--- src/rtl/uart_tx_scheduler_pkg.sv ---
// Shared types and constants for the UART transmit scheduler: FSM/grant
// encodings, report frame length, ASCII bytes and time-word field positions.
package uart_tx_scheduler_pkg;

  typedef enum logic [2:0] {IDLE, LOAD, SEND, WAIT_HI, WAIT_LO, NEXT} state_t;
  typedef enum logic {ECHO, REPORT} grant_t;

  localparam int DATA_W     = 8;
  localparam int REPORT_LEN = 15;

  localparam logic [7:0] ASCII_S     = 8'h53;
  localparam logic [7:0] ASCII_W     = 8'h57;
  localparam logic [7:0] ASCII_SP    = 8'h20;
  localparam logic [7:0] ASCII_COLON = 8'h3A;
  localparam logic [7:0] ASCII_DOT   = 8'h2E;
  localparam logic [7:0] ASCII_CR    = 8'h0D;
  localparam logic [7:0] ASCII_LF    = 8'h0A;
  localparam logic [7:0] ASCII_ZERO  = 8'h30;

  localparam int HOUR_MSB = 23;
  localparam int HOUR_LSB = 19;
  localparam int MIN_MSB  = 18;
  localparam int MIN_LSB  = 13;
  localparam int SEC_MSB  = 12;
  localparam int SEC_LSB  = 7;
  localparam int CS_MSB   = 6;
  localparam int CS_LSB   = 0;

endpackage

--- src/rtl/uart_tx_scheduler_if.sv ---
// Handshake bundle around the scheduler: echo FIFO pop, report request/time,
// and the uart_tx start/busy pair. master = scheduler, slave = its environment.
interface uart_tx_scheduler_if;

  logic        i_echo_valid;
  logic [7:0]  i_echo_data;
  logic        o_echo_ready;
  logic        i_report_req;
  logic [23:0] i_time;
  logic        i_mode;
  logic        i_tx_busy;
  logic        o_tx_start;
  logic [7:0]  o_tx_data;
  logic        o_busy;

  modport master (
    input  i_echo_valid, i_echo_data, i_report_req, i_time, i_mode, i_tx_busy,
    output o_echo_ready, o_tx_start, o_tx_data, o_busy
  );

  modport slave (
    output i_echo_valid, i_echo_data, i_report_req, i_time, i_mode, i_tx_busy,
    input  o_echo_ready, o_tx_start, o_tx_data, o_busy
  );

endinterface

--- src/rtl/uart_tx_scheduler_dec2_ascii.sv ---
// Combinational 7-bit value to two ASCII decimal digits, saturating at "99".
module dec2_ascii
  import uart_tx_scheduler_pkg::*;
(
  input  logic [6:0] value,
  output logic [7:0] tens,
  output logic [7:0] ones
);

  function automatic logic [6:0] sat99(input logic [6:0] v);
    return (v > 7'd99) ? 7'd99 : v;
  endfunction

  logic [6:0] sat, t, o;

  always_comb begin
    sat = sat99(value);
    t   = sat / 7'd10;
    o   = sat % 7'd10;
  end

  assign tens = ASCII_ZERO + {1'b0, t};
  assign ones = ASCII_ZERO + {1'b0, o};

endmodule

--- src/rtl/uart_tx_scheduler.sv ---
// Arbitrates the shared uart_tx between command echo bytes and ASCII time
// report frames; frames are atomic and priority alternates between frames.
// Optional build macro PERIODIC_REPORT_EN adds an internal periodic report request.
module uart_tx_scheduler
  import uart_tx_scheduler_pkg::*;
#(
  parameter int BUSY_TIMEOUT  = 4,
  parameter int REPORT_PERIOD = 100_000_000
)(
  input logic clk,
  input logic rst,
  uart_tx_scheduler_if.master bus
);

  localparam int TO_W = (BUSY_TIMEOUT > 1) ? $clog2(BUSY_TIMEOUT) : 1;

  state_t            state, state_nxt;
  grant_t            last_grant, cur_grant;
  logic              report_pending, periodic_req, report_new, report_want;
  logic [3:0]        idx, len;
  logic [TO_W-1:0]   to_cnt;
  logic [DATA_W-1:0] tx_data, frame_byte;
  logic [23:0]       snap_time;
  logic              snap_mode;
  logic              grant_echo, grant_report, echo_ready, tx_start;
  logic              frame_last, to_expired;
  logic [7:0]        h1, h0, m1, m0, s1, s0, c1, c0;

`ifdef PERIODIC_REPORT_EN
  localparam int PER_W = (REPORT_PERIOD > 1) ? $clog2(REPORT_PERIOD) : 1;
  logic [PER_W-1:0] period_cnt;

  always_ff @(posedge clk or posedge rst) begin
    if (rst)               period_cnt <= '0;
    else if (periodic_req) period_cnt <= '0;
    else                   period_cnt <= period_cnt + 1'b1;
  end

  assign periodic_req = (period_cnt == PER_W'(REPORT_PERIOD - 1));
`else
  logic [31:0] unused_period;
  assign unused_period = 32'(REPORT_PERIOD);
  assign periodic_req  = 1'b0;
`endif

  // A request arriving in the grant cycle counts immediately, so it only
  // re-arms pending when a previously pending request is what got granted.
  assign report_new  = bus.i_report_req | periodic_req;
  assign report_want = report_pending | report_new;
  assign frame_last  = (idx == len - 4'd1);
  assign to_expired  = (to_cnt == TO_W'(BUSY_TIMEOUT - 1));

  always_comb begin
    state_nxt    = state;
    grant_echo   = 1'b0;
    grant_report = 1'b0;
    echo_ready   = 1'b0;
    tx_start     = 1'b0;
    case (state)
      IDLE: begin
        if (report_want && (!bus.i_echo_valid || last_grant == ECHO)) begin
          grant_report = 1'b1;
          state_nxt    = LOAD;
        end else if (bus.i_echo_valid) begin
          grant_echo = 1'b1;
          echo_ready = 1'b1;
          state_nxt  = SEND;
        end
      end
      LOAD: state_nxt = SEND;
      SEND: begin
        if (!bus.i_tx_busy) begin
          tx_start  = 1'b1;
          state_nxt = WAIT_HI;
        end
      end
      WAIT_HI: begin
        if (bus.i_tx_busy)   state_nxt = WAIT_LO;
        else if (to_expired) state_nxt = NEXT;
      end
      WAIT_LO: if (!bus.i_tx_busy) state_nxt = NEXT;
      NEXT:    state_nxt = frame_last ? IDLE : LOAD;
      default: state_nxt = IDLE;
    endcase
  end

  always_ff @(posedge clk or posedge rst) begin
    if (rst) state <= IDLE;
    else     state <= state_nxt;
  end

  always_ff @(posedge clk or posedge rst) begin
    if (rst) begin
      report_pending <= 1'b0;
      idx            <= '0;
      len            <= '0;
      to_cnt         <= '0;
      last_grant     <= ECHO;
      cur_grant      <= ECHO;
      tx_data        <= '0;
    end else begin
      report_pending <= grant_report ? (report_pending & report_new) : report_want;
      if (grant_echo) begin
        tx_data   <= bus.i_echo_data;
        len       <= 4'd1;
        idx       <= '0;
        cur_grant <= ECHO;
      end
      if (grant_report) begin
        len       <= 4'(REPORT_LEN);
        idx       <= '0;
        cur_grant <= REPORT;
      end
      if (state == LOAD) tx_data <= frame_byte;
      if (tx_start)               to_cnt <= '0;
      else if (state == WAIT_HI)  to_cnt <= to_cnt + 1'b1;
      if (state == NEXT) begin
        if (frame_last) last_grant <= cur_grant;
        else            idx        <= idx + 4'd1;
      end
    end
  end

  // Snapshot is data only; it is always rewritten before a frame uses it.
  always_ff @(posedge clk) begin
    if (grant_report) begin
      snap_time <= bus.i_time;
      snap_mode <= bus.i_mode;
    end
  end

  dec2_ascii u_hour (.value({2'b00, snap_time[HOUR_MSB:HOUR_LSB]}), .tens(h1), .ones(h0));
  dec2_ascii u_min  (.value({1'b0,  snap_time[MIN_MSB:MIN_LSB]}),   .tens(m1), .ones(m0));
  dec2_ascii u_sec  (.value({1'b0,  snap_time[SEC_MSB:SEC_LSB]}),   .tens(s1), .ones(s0));
  dec2_ascii u_cs   (.value(snap_time[CS_MSB:CS_LSB]),              .tens(c1), .ones(c0));

  always_comb begin
    frame_byte = ASCII_LF;
    case (idx)
      4'd0:  frame_byte = snap_mode ? ASCII_W : ASCII_S;
      4'd1:  frame_byte = ASCII_SP;
      4'd2:  frame_byte = h1;
      4'd3:  frame_byte = h0;
      4'd4:  frame_byte = ASCII_COLON;
      4'd5:  frame_byte = m1;
      4'd6:  frame_byte = m0;
      4'd7:  frame_byte = ASCII_COLON;
      4'd8:  frame_byte = s1;
      4'd9:  frame_byte = s0;
      4'd10: frame_byte = ASCII_DOT;
      4'd11: frame_byte = c1;
      4'd12: frame_byte = c0;
      4'd13: frame_byte = ASCII_CR;
      default: frame_byte = ASCII_LF;
    endcase
  end

  // Pulses are qualified with rst so every output reads 0 while reset is held.
  assign bus.o_echo_ready = echo_ready & ~rst;
  assign bus.o_tx_start   = tx_start & ~rst;
  assign bus.o_tx_data    = tx_data;
  assign bus.o_busy       = (state != IDLE);

endmodule

--- src/flat_wrapper.sv ---
// flat-port wrapper written by rule: the top's interface ports become plain ports
module uart_tx_scheduler_flat import uart_tx_scheduler_pkg::*;
#(
  parameter int BUSY_TIMEOUT  = 4,
  parameter int REPORT_PERIOD = 100_000_000
)
  (clk, rst, bus_i_echo_valid, bus_i_echo_data, bus_i_report_req, bus_i_time, bus_i_mode, bus_i_tx_busy, bus_o_echo_ready, bus_o_tx_start, bus_o_tx_data, bus_o_busy);
  uart_tx_scheduler_if bus_i ();
  input logic clk;
  input logic rst;
  input wire logic [$bits(bus_i.i_echo_valid)-1:0] bus_i_echo_valid;
  input wire logic [$bits(bus_i.i_echo_data)-1:0] bus_i_echo_data;
  input wire logic [$bits(bus_i.i_report_req)-1:0] bus_i_report_req;
  input wire logic [$bits(bus_i.i_time)-1:0] bus_i_time;
  input wire logic [$bits(bus_i.i_mode)-1:0] bus_i_mode;
  input wire logic [$bits(bus_i.i_tx_busy)-1:0] bus_i_tx_busy;
  output wire logic [$bits(bus_i.o_echo_ready)-1:0] bus_o_echo_ready;
  output wire logic [$bits(bus_i.o_tx_start)-1:0] bus_o_tx_start;
  output wire logic [$bits(bus_i.o_tx_data)-1:0] bus_o_tx_data;
  output wire logic [$bits(bus_i.o_busy)-1:0] bus_o_busy;
  assign bus_i.i_echo_valid = bus_i_echo_valid;
  assign bus_i.i_echo_data = bus_i_echo_data;
  assign bus_i.i_report_req = bus_i_report_req;
  assign bus_i.i_time = bus_i_time;
  assign bus_i.i_mode = bus_i_mode;
  assign bus_i.i_tx_busy = bus_i_tx_busy;
  assign bus_o_echo_ready = bus_i.o_echo_ready;
  assign bus_o_tx_start = bus_i.o_tx_start;
  assign bus_o_tx_data = bus_i.o_tx_data;
  assign bus_o_busy = bus_i.o_busy;
  uart_tx_scheduler #(.BUSY_TIMEOUT(BUSY_TIMEOUT), .REPORT_PERIOD(REPORT_PERIOD)) u_core (.clk(clk), .rst(rst), .bus(bus_i));
endmodule
--- config.mk ---
export PLATFORM = sky130hd
export DESIGN_NAME = uart_tx_scheduler_flat
export DESIGN_NICKNAME = d
export VERILOG_FILES = /design/src/rtl/uart_tx_scheduler_pkg.sv /design/src/rtl/uart_tx_scheduler_if.sv /design/src/rtl/uart_tx_scheduler_dec2_ascii.sv /design/src/rtl/uart_tx_scheduler.sv /design/src/flat_wrapper.sv
export SDC_FILE = /design/constraint.sdc
export NUM_CORES = 1
export LEC_CHECK = 0
export CORE_ASPECT_RATIO = 0.5
export CORE_MARGIN = 5
export CORE_UTILIZATION = 41
export CTS_BUF_LIST = sky130_fd_sc_hd__clkbuf_16
export CTS_CLUSTER_DIAMETER = 100
export DETAILED_ROUTE_END_ITERATION = 16
export RECOVER_POWER = 100
export SYNTH_ARGS = -nofsm -noshare
export SYNTH_HDL_FRONTEND = slang
export SYNTH_SLANG_ARGS = --single-unit
--- constraint.sdc ---
create_clock -name clk -period 4.3 [get_ports clk]
set_input_delay 0.43 -clock clk [delete_from_list [all_inputs] [get_ports clk]]
set_output_delay 0.43 -clock clk [all_outputs]
set_load 0.02 [all_outputs]
### Word-level counts from Yosys, hierarchy flattened

Index checks and enable logic that the tools add are counted.

* add/subtract/negate cells: 11
* div/mod/pow operators: 8
* magnitude comparators: 4
* equal/unequal tests: 24
* muxes and demuxes: 34
* bitwise logic cells: 6
* reduce and logical (&&, ||, !) cells: 12

Operators with widths (number)
* 8-bit one-hot mux with 13 select lines: 1
* 6-bit by 7-bit adder with 8-bit output (first input constant): 8
* 7-bit by 4-bit divider with 7-bit output (second input constant): 4
* 7-bit by 4-bit remainder unit with 7-bit output (second input constant): 4
* 7-bit 2-to-1 mux: 4
* 4-bit == test (second input constant): 6
* 4-bit 2-to-1 mux: 6
* 3-bit 2-to-1 mux: 7
* 3-bit one-hot mux with 6 select lines: 1
* 4-bit by 3-bit == test with 1-bit output (second input constant): 4
* 8-bit 2-to-1 mux: 2
* 6-bit by 7-bit greater-than comparator with 1-bit output (second input constant): 2
* 1-bit 2-to-1 mux: 11
* 4-bit by 2-bit == test with 1-bit output (second input constant): 2
* 5-bit by 7-bit greater-than comparator with 1-bit output (second input constant): 1
* 7-bit greater-than comparator (second input constant): 1
* 3-bit by 2-bit == test with 1-bit output (second input constant): 2
* 3-bit == test (second input constant): 2
* 3-bit by 2-bit != test with 1-bit output (second input constant): 2
* 2-bit nonzero test: 3
* 4-bit by 1-bit adder with 4-bit output (second input constant): 1
* 4-bit by 1-bit == test with 1-bit output (second input constant): 1
* 4-bit == test: 1
* 4-bit zero test: 1
* 17 further kinds: 22

* bits in registers: 49
* bits of input ports: 38
* word-level logic and storage cells: 109

### Longest topological paths before layout

Gate-level depths: netlist (run 1).

* word-level depth: 9
* mapped depth: 20
* mapped depth without buffers: 19

### Modules after synthesis

Synthesis (run 1) repeated with hierarchy kept, for this count alone.

* cells, all modules: 759
* area total of the unflattened synthesis: 6125.9 um^2

Modules (own cells, without submodules)
* uart_tx_scheduler: times used 1, cells each 261, area each 2633.8 um^2, seq. area each 1276.2 um^2
* dec2_ascii at u_core.u_cs ...: times used 3, cells each 120, area each 875.8 um^2, seq. area each 0.0 um^2
* dec2_ascii at u_core.u_sec: times used 1, cells each 138, area each 864.6 um^2, seq. area each 0.0 um^2

### Worst setup path after synthesis (run 1)

OpenSTA, ideal clock, no wires.

* path type: reg2reg
* start point: reg u_core.snap_time[6]
* end point: reg u_core.tx_data[5], in the netlist u_core.bus.o_tx_data[5]
* arrival: 4.184 ns
* required time: 4.158 ns
* path slack: -0.026 ns
* stages on the path, launching flop included: 21
* period minus slack after synthesis: 4.326 ns
* path through: edfxtp_1 -> buf_4 -> buf_2 -> a21oi_1 -> ha_1 -> a21boi_2 -> o32ai_2 -> ha_1 -> or2_1 -> nor2_1 -> a31oi_1 -> nand2_1 -> nor2_1 -> xnor2_1 -> ha_1 -> and4_1 -> o31a_4 -> or4_4 -> nand3_2 -> xor2_1 -> o221ai_1

* word-level cells in the longest chain between the ends: 6
* elaborated cells between the ends (all ways): 8
* those cells by class: 2 x add/sub; 2 x div; 1 x order compare; 3 x mux

RTL lines
* from (decl): RTL line uart_tx_scheduler.sv:23 `logic [23:0] snap_time;`
* from (signal assigned): RTL line uart_tx_scheduler.sv:127 `snap_time <= bus.i_time;`
* 7-bit greater-than comparator: RTL line uart_tx_scheduler_dec2_ascii.sv:11 `return (v > 7'd99) ? 7'd99 : v;`
* 7-bit 2-to-1 mux (*): RTL line uart_tx_scheduler_dec2_ascii.sv:11
* 7-bit by 4-bit remainder unit with 7-bit output or 7-bit by 4-bit divider with 7-bit output (tied branches): RTL line uart_tx_scheduler_dec2_ascii.sv:19, uart_tx_scheduler_dec2_ascii.sv:18
* 6-bit by 7-bit adder with 8-bit output, on equally long branches: RTL line uart_tx_scheduler_dec2_ascii.sv:23, uart_tx_scheduler_dec2_ascii.sv:22
* 8-bit one-hot mux with 13 select lines (*): RTL line uart_tx_scheduler.sv:139 `case (idx)`
* 8-bit 2-to-1 mux (*): RTL line uart_tx_scheduler.sv:114 `if (state == LOAD) tx_data <= frame_byte;`
* to (signal assigned): RTL line uart_tx_scheduler.sv:104 `tx_data <= bus.i_echo_data;`
* to (signal assigned): RTL line uart_tx_scheduler.sv:114
* to (decl): RTL line uart_tx_scheduler.sv:22 `logic [DATA_W-1:0] tx_data, frame_byte;`

Every way passes the cells marked *; elsewhere a longest branch is shown, timed or not.
A chain may end at the register's enable or synchronous reset.

### Final worst setup path (run 1)

* start point: reg u_core.snap_time[4]
* end point: reg u_core.tx_data[5], in the netlist u_core.bus.o_tx_data[5]

Same word-level chain as after synthesis.

==> reports/qor.yml, run 1 <==
yosys.area.top_type: "edfxtp_1"
antenna_found_initial: 0
dr.pass1.iters: 5
drt-wirelength-per-cell_um: 15.6
pin_count: 49
switchingPower_mw: 1.60
layout.cells.non_filler: 692
cp-end-kind: "flop"
status: "finished, final reports clean"
min_path_type: "flop to flop"
synth.most_common_cell: "nor2_1"
clkLatencyLatePin_ns: 0.29
remaining_drc_errors: 0
drt-total-wl_mm: 10.8
multi_input_area_mm2: 0.00268
crit_required_ns: 4.46
regArea_mm2: 0.00128
grt_pass1_wl_mm: 18.2
cts_buffers: 5
drive_gt1_share_pct: 8.62
die_h_um: 80.9
rows: 25
syn_nets: 571
fmax_mhz: 247
syn_to_final_growth_pct: 20.7
yosysSeqAreaShare_pct: 31.0
finalSetupTns_ns: 0
fin_skew_ns: 0.00724
power_frac_comb_pct: 61.7
gp_congestion: 0.928
cp.arrival_ns: 4.21
holdWs_ns: 0.480
post-route-min-period_ns: 4.05
dpl.hpwl_mm: 8.15
hold_violations: 0
synthTopCellsByArea: "edfxtp_1 18%, dfrtp_1 13%, o21ai_0 6.6%"
synth.top_cell.area_share_pct: 18.2
antenna_cells: 0
cts_root_buf: "clkbuf_16"
hold_buffers: 0
cp_common_cell: "ha_2"
yosys_warnings: 0
syn_avg_cell_area_um2: 7.99
via_count: 3906
reg2reg_setup_slack_ns: 0.25
final-max-slew-violation-count: 0
start_util_pct: 42.8
nets: 611
ys_seq_elements: 46
cts_buffer_depth: 2
clkTransAtPathRegs_ns: 0.07
powerDensity_mw_per_mm2: 691
crit_type: "flop to flop"
design.core.area_mm2: 0.00963
ant_nets: 0
switching_share_pct: 46.4
cp_max_fo: 6
path_cells: "inv_2, a21oi_2, ha_2, a21boi_2, o32ai_2, ha_2, nor2b_2, o211ai_1, a21o_1, nand2_4, nor2_4, xnor2_1, ha_2, and4_1, o31a_4, or4_4, nand3_4, xor2_1, o221ai_1"
cts_tree: "built"
vias_per_cell: 5.64
grt_use_total_pct: 17.8
max_stage_delay_ns: 0.53
ir_worst_vdd_mv: 0.238
die_area_mm2: 0.0123
fillCellCount: 977
dp_cells: 681
tightest_slew_ns: 1.22
setup_violations: 0
power_frac_seq_pct: 25.0
power_frac_clock_pct: 13.3
p_int_mw: 1.84
start_kind: "flop"
cts_htree_levels: 2
p_leak_nw: 1.93
overflow: 0
grt_pass1_vias: 3594
timing.final.crit_share_pct: 94.3
synth-edff-count: 25
drt-initial-drc-count: 255
grt_max_degree: 26
async_flop_share_pct: 45.7
synthFlopType: "edfxtp_1"
synth_cell_type_count: 73
yosys-top-cells-count: "57 x nor2_1, 54 x o21ai_0, 52 x nand2_1"
cp_slowest_cell: "or4_4"
synthCells: 516
placement.io_buffers: 48
die_x_um: 152
synth_area_mm2: 0.00412
clock_sinks: 46
drv_cap: 0
slew_headroom_pct: 18.6
==> final cells by class <==
type | instances | share of cell area (%)
Clock inverter | 1 | 0.0755
Timing Repair Buffer | 63 | 11.8
Sequential cell | 46 | 25.7
Tap cell | 135 | 3.40
Clock buffer | 7 | 3.52
Multi-Input combinational cell | 417 | 53.8
Inverter | 23 | 1.74
==> power groups by stage <==
| stage | registers [mW] | logic, mW | clock network (mW) |
|---|---|---|---|
| floorplan | 0.791 | 1.58 | 0 |
| global placement | 0.863 | 2.07 | 0 |
| detailed placement | 0.861 | 2.08 | 0 |
| CTS | 0.856 | 2.10 | 0.469 |
| global route | 0.896 | 2.39 | 0.490 |
| finish | 0.860 | 2.12 | 0.458 |
==> cell usage in the layout, fill, tap and decap left out, drive strengths merged, types with 8 or more instances in the layout <==
cell,synthesis,final
inv,23,24
dlygate4sd3,0,37
nand2b,16,16
clkdlybuf4s50,0,11
a31oi,8,8
o211ai,8,8
buf,6,14
clkbuf,24,8
o21ai,54,54
xnor2,10,10
a21oi,42,42
edfxtp,25,25
and2,9,9
nand2,53,53
nor2b,18,18
o22ai,9,9
mux2i,11,11
ha,17,17
dfrtp,21,21
nor2,57,57
==> through the flow <==
step | setup WS, ns | instance area (um2) | util (%) | total power, mW
final | 0.246 | 4970 | 51.6 | 3.44
after global routing | -0.0152 | 4970 | 51.6 | 3.78
after CTS | 0.0368 | 4930 | 51.2 | 3.42
after detailed placement | -0.0436 | 4740 | 49.2 | 2.94
after global placement | 0.180 | 4740 | 49.2 | 2.93
after floorplan | 0.0124 | 4130 | - | 2.37
==> final timing paths <==
| path | startpoint | end | cells after the start |
|---|---|---|---|
| max in group asynchronous | rst | u_core.bus.o_tx_data[0] | 2 |
| setup reg to reg | u_core.snap_time[4] | u_core.bus.o_tx_data[5] | 19 |
| min in group asynchronous | rst | u_core.state[0] | 2 |
| setup / recovery | u_core.snap_time[4] | u_core.bus.o_tx_data[5] | 19 |
| hold reg to reg | u_core.bus.o_tx_data[1] | u_core.bus.o_tx_data[1] | 2 |
| hold / removal | u_core.bus.o_tx_data[1] | u_core.bus.o_tx_data[1] | 2 |
==> critical path: cells and delay by family (launching register included) <==
kind / cells / cell delay, ns
and+or+nand+nor: 6 / 1.14
AOI/OAI and AO/OA: 7 / 1.25
xor gates and xnor gates: 2 / 0.31
buffers and inverters: 1 / 0.09
DFF: 1 / 0.40
adders and majority gates: 3 / 0.73
==> per-layer routing <==
| layer | global-route usage [%] | vias up | wire length [um] |
|---|---|---|---|
| met5 | 0 | - | 0 |
| met4 | 2.42 | 0 | 46 |
| met3 | 3.35 | 4 | 450 |
| met2 | 26.7 | 81 | 4600 |
| met1 | 27.1 | 1850 | 5690 |
| li1 | - | 1971 | - |
==> registers in the layout (all words and copies together), names as in the netlist <==
name                   count
u_core.state               3
u_core.to_cnt              2
u_core.report_pending      1
u_core.last_grant          1
u_core.bus.o_tx_data       8
u_core.snap_time          24
u_core.snap_mode           1
u_core.idx                 4
u_core.len                 2
==> what timing repair did <==
action	4_1_cts	5_1_grt
pin swaps	1	5
buffers inserted	1	2
setup endpoints to repair	3	7
gates resized for setup	3	11
==> cells by family (layout without fill, tap and decap cells) <==
family                   after synthesis  count (layout)  synth area share (%)
buffers and inverters                 53              94                  5.28
flip-flops                            46              46                  31.0
AND/OR/NAND/NOR                      194             194                  23.5
multiplexers                          14              14                  3.49
AO/OA/AOI/OAI                        179             179                  28.9
adder cells (fa/ha/maj)               18              18                  5.40
XOR/XNOR                              12              12                  2.55
Note: power is estimated with default switching activity, not from simulation.
==> run 2, diff against run 1 <==
--- a/config.mk
+++ b/config.mk
@@ -5,6 +5,7 @@
 export SDC_FILE = /design/constraint.sdc
 export NUM_CORES = 1
 export LEC_CHECK = 0
+export ABC_AREA = 1
 export CORE_ASPECT_RATIO = 0.5
 export CORE_MARGIN = 5
 export CORE_UTILIZATION = 41
@@ -12,6 +13,7 @@
 export CTS_CLUSTER_DIAMETER = 100
 export DETAILED_ROUTE_END_ITERATION = 16
 export RECOVER_POWER = 100
+export REMOVE_ABC_BUFFERS = 1
 export SYNTH_ARGS = -nofsm -noshare
 export SYNTH_HDL_FRONTEND = slang
 export SYNTH_SLANG_ARGS = --single-unit
==> run 2 against run 1 <==
Compared with the run above: the run now ends with capacitance limit, slew limit left; routed wire length decreased by 18%; register-to-register slack improved by 0.19 ns; sequential power decreased by 11%; die area decreased by 10%; hold slack got worse by 0.00083 ns; first-iteration DRC count decreased by 11%; cell count decreased by 1.9%; via count decreased by 15%; combinational power increased by 7%; highest routed layer unchanged.
==> reports/qor.yml, run 2 <==
status: "complete, but fails checks"
yosys_warnings: 0
syn_avg_cell_area_um2: 7.25
setup_violations: 0
cp_slowest_cell: "edfxtp_1"
vias_per_cell: 4.88
final_cell_mix: "106 x nand2_1, 91 x inv_1, 60 x nor2_1"
die_x_um: 144
nets: 616
clock_sinks: 46
cp-end-kind: "flop"
final-max-slew-violation-count: 29
grt_use_total_pct: 16.5
cts_tree: "built"
async_flop_share_pct: 45.7
layout.cells.non_filler: 679
synth_area_mm2: 0.00367
remaining_drc_errors: 0
drt-initial-drc-count: 227
utilization_pct: 51.2
antenna_cells: 0
largest_reg_flops: 24
synthTopCellsByArea: "edfxtp_1 20%, dfrtp_1 14%, nand2_1 11%"
crit_required_ns: 4.52
yosys-top-cells-count: "107 x nand2_1, 91 x inv_1, 61 x nor2_1"
clkLatencyLatePin_ns: 0.30
cp_max_fo: 7
ant_nets: 0
max_stage_delay_ns: 0.43
via_count: 3315
synth.most_common_cell: "nand2_1"
pin_count: 49
rows: 24
cp_num_cells: 32
hold_buffers: 0
dpl.hpwl_mm: 7.00
ir_worst_vdd_mv: 0.328
use_met2_pct: 24.0
start_util_pct: 42.1
r2r_cells: 32
hold-path-cell-count: 2
post_dp_cell_area_mm2: 0.00430
dp_cells: 670
dr.pass1.iters: 4
cp_top_family: "simple AND/OR/NAND/NOR gates"
p_leak_nw: 2.09
drive_gt1_share_pct: 10.7
crit_type: "flop to flop"
synth.top_cell.area_share_pct: 20.5
min_path_type: "flop to flop"
antenna_found_initial: 0
grtUsageMet1_pct: 25.2
yosys.area.top_type: "edfxtp_1"
timing.final.crit_share_pct: 89.8
final_common_cell: "nand2_1"
powerDensity_mw_per_mm2: 783
fmax_mhz: 259
cp_num_buf_inv: 5
syn_to_final_growth_pct: 21.6
drt-total-wl_mm: 8.87
gr-max-usage-layer: "met1"
die_area_mm2: 0.0111
cts_root_buf: "clkbuf_16"
regMostFlops: "u_core.snap_time"
grt_pass1_wl_mm: 14.7
synth_cell_type_count: 46
clkTransAtPathRegs_ns: 0.07
gp_congestion: 0.871
hold_violations: 0
fin_skew_ns: 0.00682
design.core.area_mm2: 0.00871
stdcell_area_mm2: 0.00446
overflow: 0
tightest_slew_ns: 1.73
slew_headroom_pct: -15.5
synthFlopType: "edfxtp_1"
synth-edff-count: 25
finalSetupTns_ns: 0
drt-wirelength-per-cell_um: 13.1
rsz0062_at_grt: "no"
synthCells: 506
cts_buffers: 5
drv_cap: 1
start_kind: "flop"
yosysSeqAreaShare_pct: 34.8
cts_buffer_depth: 2
cp.arrival_ns: 4.08
grt_use_met3_pct: 3.48
grt_max_degree: 29
grt_pass1_vias: 3093
die_h_um: 76.9
violations: "capacitance limit, slew limit"
ys_seq_elements: 46
placement.io_buffers: 48
cts_htree_levels: 2
post-route-min-period_ns: 3.86
-- run 2: layer usage --
metal,vias to the layer above,routed length [um]
met4,0,72
met5,-,0
li1,1754,-
met2,59,3590
met3,7,454
met1,1495,4760
-- run 2: through the flow --
step / power, mW / hold slack, ns / setup slack (ns)
2_1_floorplan: 2.51 / 0.407 / 0.785
3_3_place_gp: 3.03 / 0.466 / 0.570
3_5_place_dp: 3.05 / 0.470 / 0.376
4_1_cts: 3.52 / 0.486 / 0.333
5_1_grt: 3.85 / 0.508 / 0.0209
6_report: 3.49 / 0.479 / 0.437
-- run 2: logic make-up (layout without fill, tap and decap cells) --
kind of cell,after synthesis,after routing,share of synthesized area (%)
adder cells (fa/ha/maj),18,18,6.07
XOR/XNOR,7,7,1.88
AO/OA/AOI/OAI,83,83,13.7
flip-flops,46,46,34.8
AND/OR/NAND/NOR,249,249,32.9
buffers and inverters,103,159,10.6
-- run 2: layout make-up --
class                   count  area [um2]
repair buffers             50         492
fillers                   879        4250
multi-input cells         357        1990
well taps                 117         146
clock buffers               5         125
clock inverters             3        43.8
flip-flops and latches     46        1280
inverters                 101         382
-- run 2: worst paths after layout --
check	end	slack, ns	from
setup / recovery	u_core.bus.o_tx_data[4]	0.44	u_core.snap_time[4]
hold / removal	u_core.bus.o_tx_data[1]	0.48	u_core.bus.o_tx_data[1]
max in group asynchronous	u_core.bus.o_tx_data[4]	2.95	rst
hold reg to reg	u_core.bus.o_tx_data[1]	0.48	u_core.bus.o_tx_data[1]
min in group asynchronous	u_core.to_cnt[1]	0.80	rst
setup reg to reg	u_core.bus.o_tx_data[4]	0.44	u_core.snap_time[4]
-- run 2: timing repair --
item                                    4_1_cts  5_1_grt
resized for setup                             0        2
endpoints found under the setup margin        0        4
setup buffers                                 0        1
endpoints found under the hold margin         0        0
-- run 2: power breakdown --
group,internal [mW],switching [mW],leakage [nW],total (mW)
Clock,0.276,0.185,0.0842,0.461
Sequential,0.664,0.0979,0.489,0.762
Combinational,0.752,1.52,1.52,2.27
-- run 2: tightest hold or removal path, stage by stage, from the launching register on --
cell and delay [ns]:
dfrtp_1 0.34, nand2_1 0.05, nand2_1 0.06
==> run 3, diff against run 2 <==
--- a/config.mk
+++ b/config.mk
@@ -14,6 +14,7 @@
 export DETAILED_ROUTE_END_ITERATION = 16
 export RECOVER_POWER = 100
 export REMOVE_ABC_BUFFERS = 1
+export SKIP_CTS_REPAIR_TIMING = 1
 export SYNTH_ARGS = -nofsm -noshare
 export SYNTH_HDL_FRONTEND = slang
 export SYNTH_SLANG_ARGS = --single-unit
==> results of run 3 <==
Final layout, timing and power as in run 2 (identical DEF).
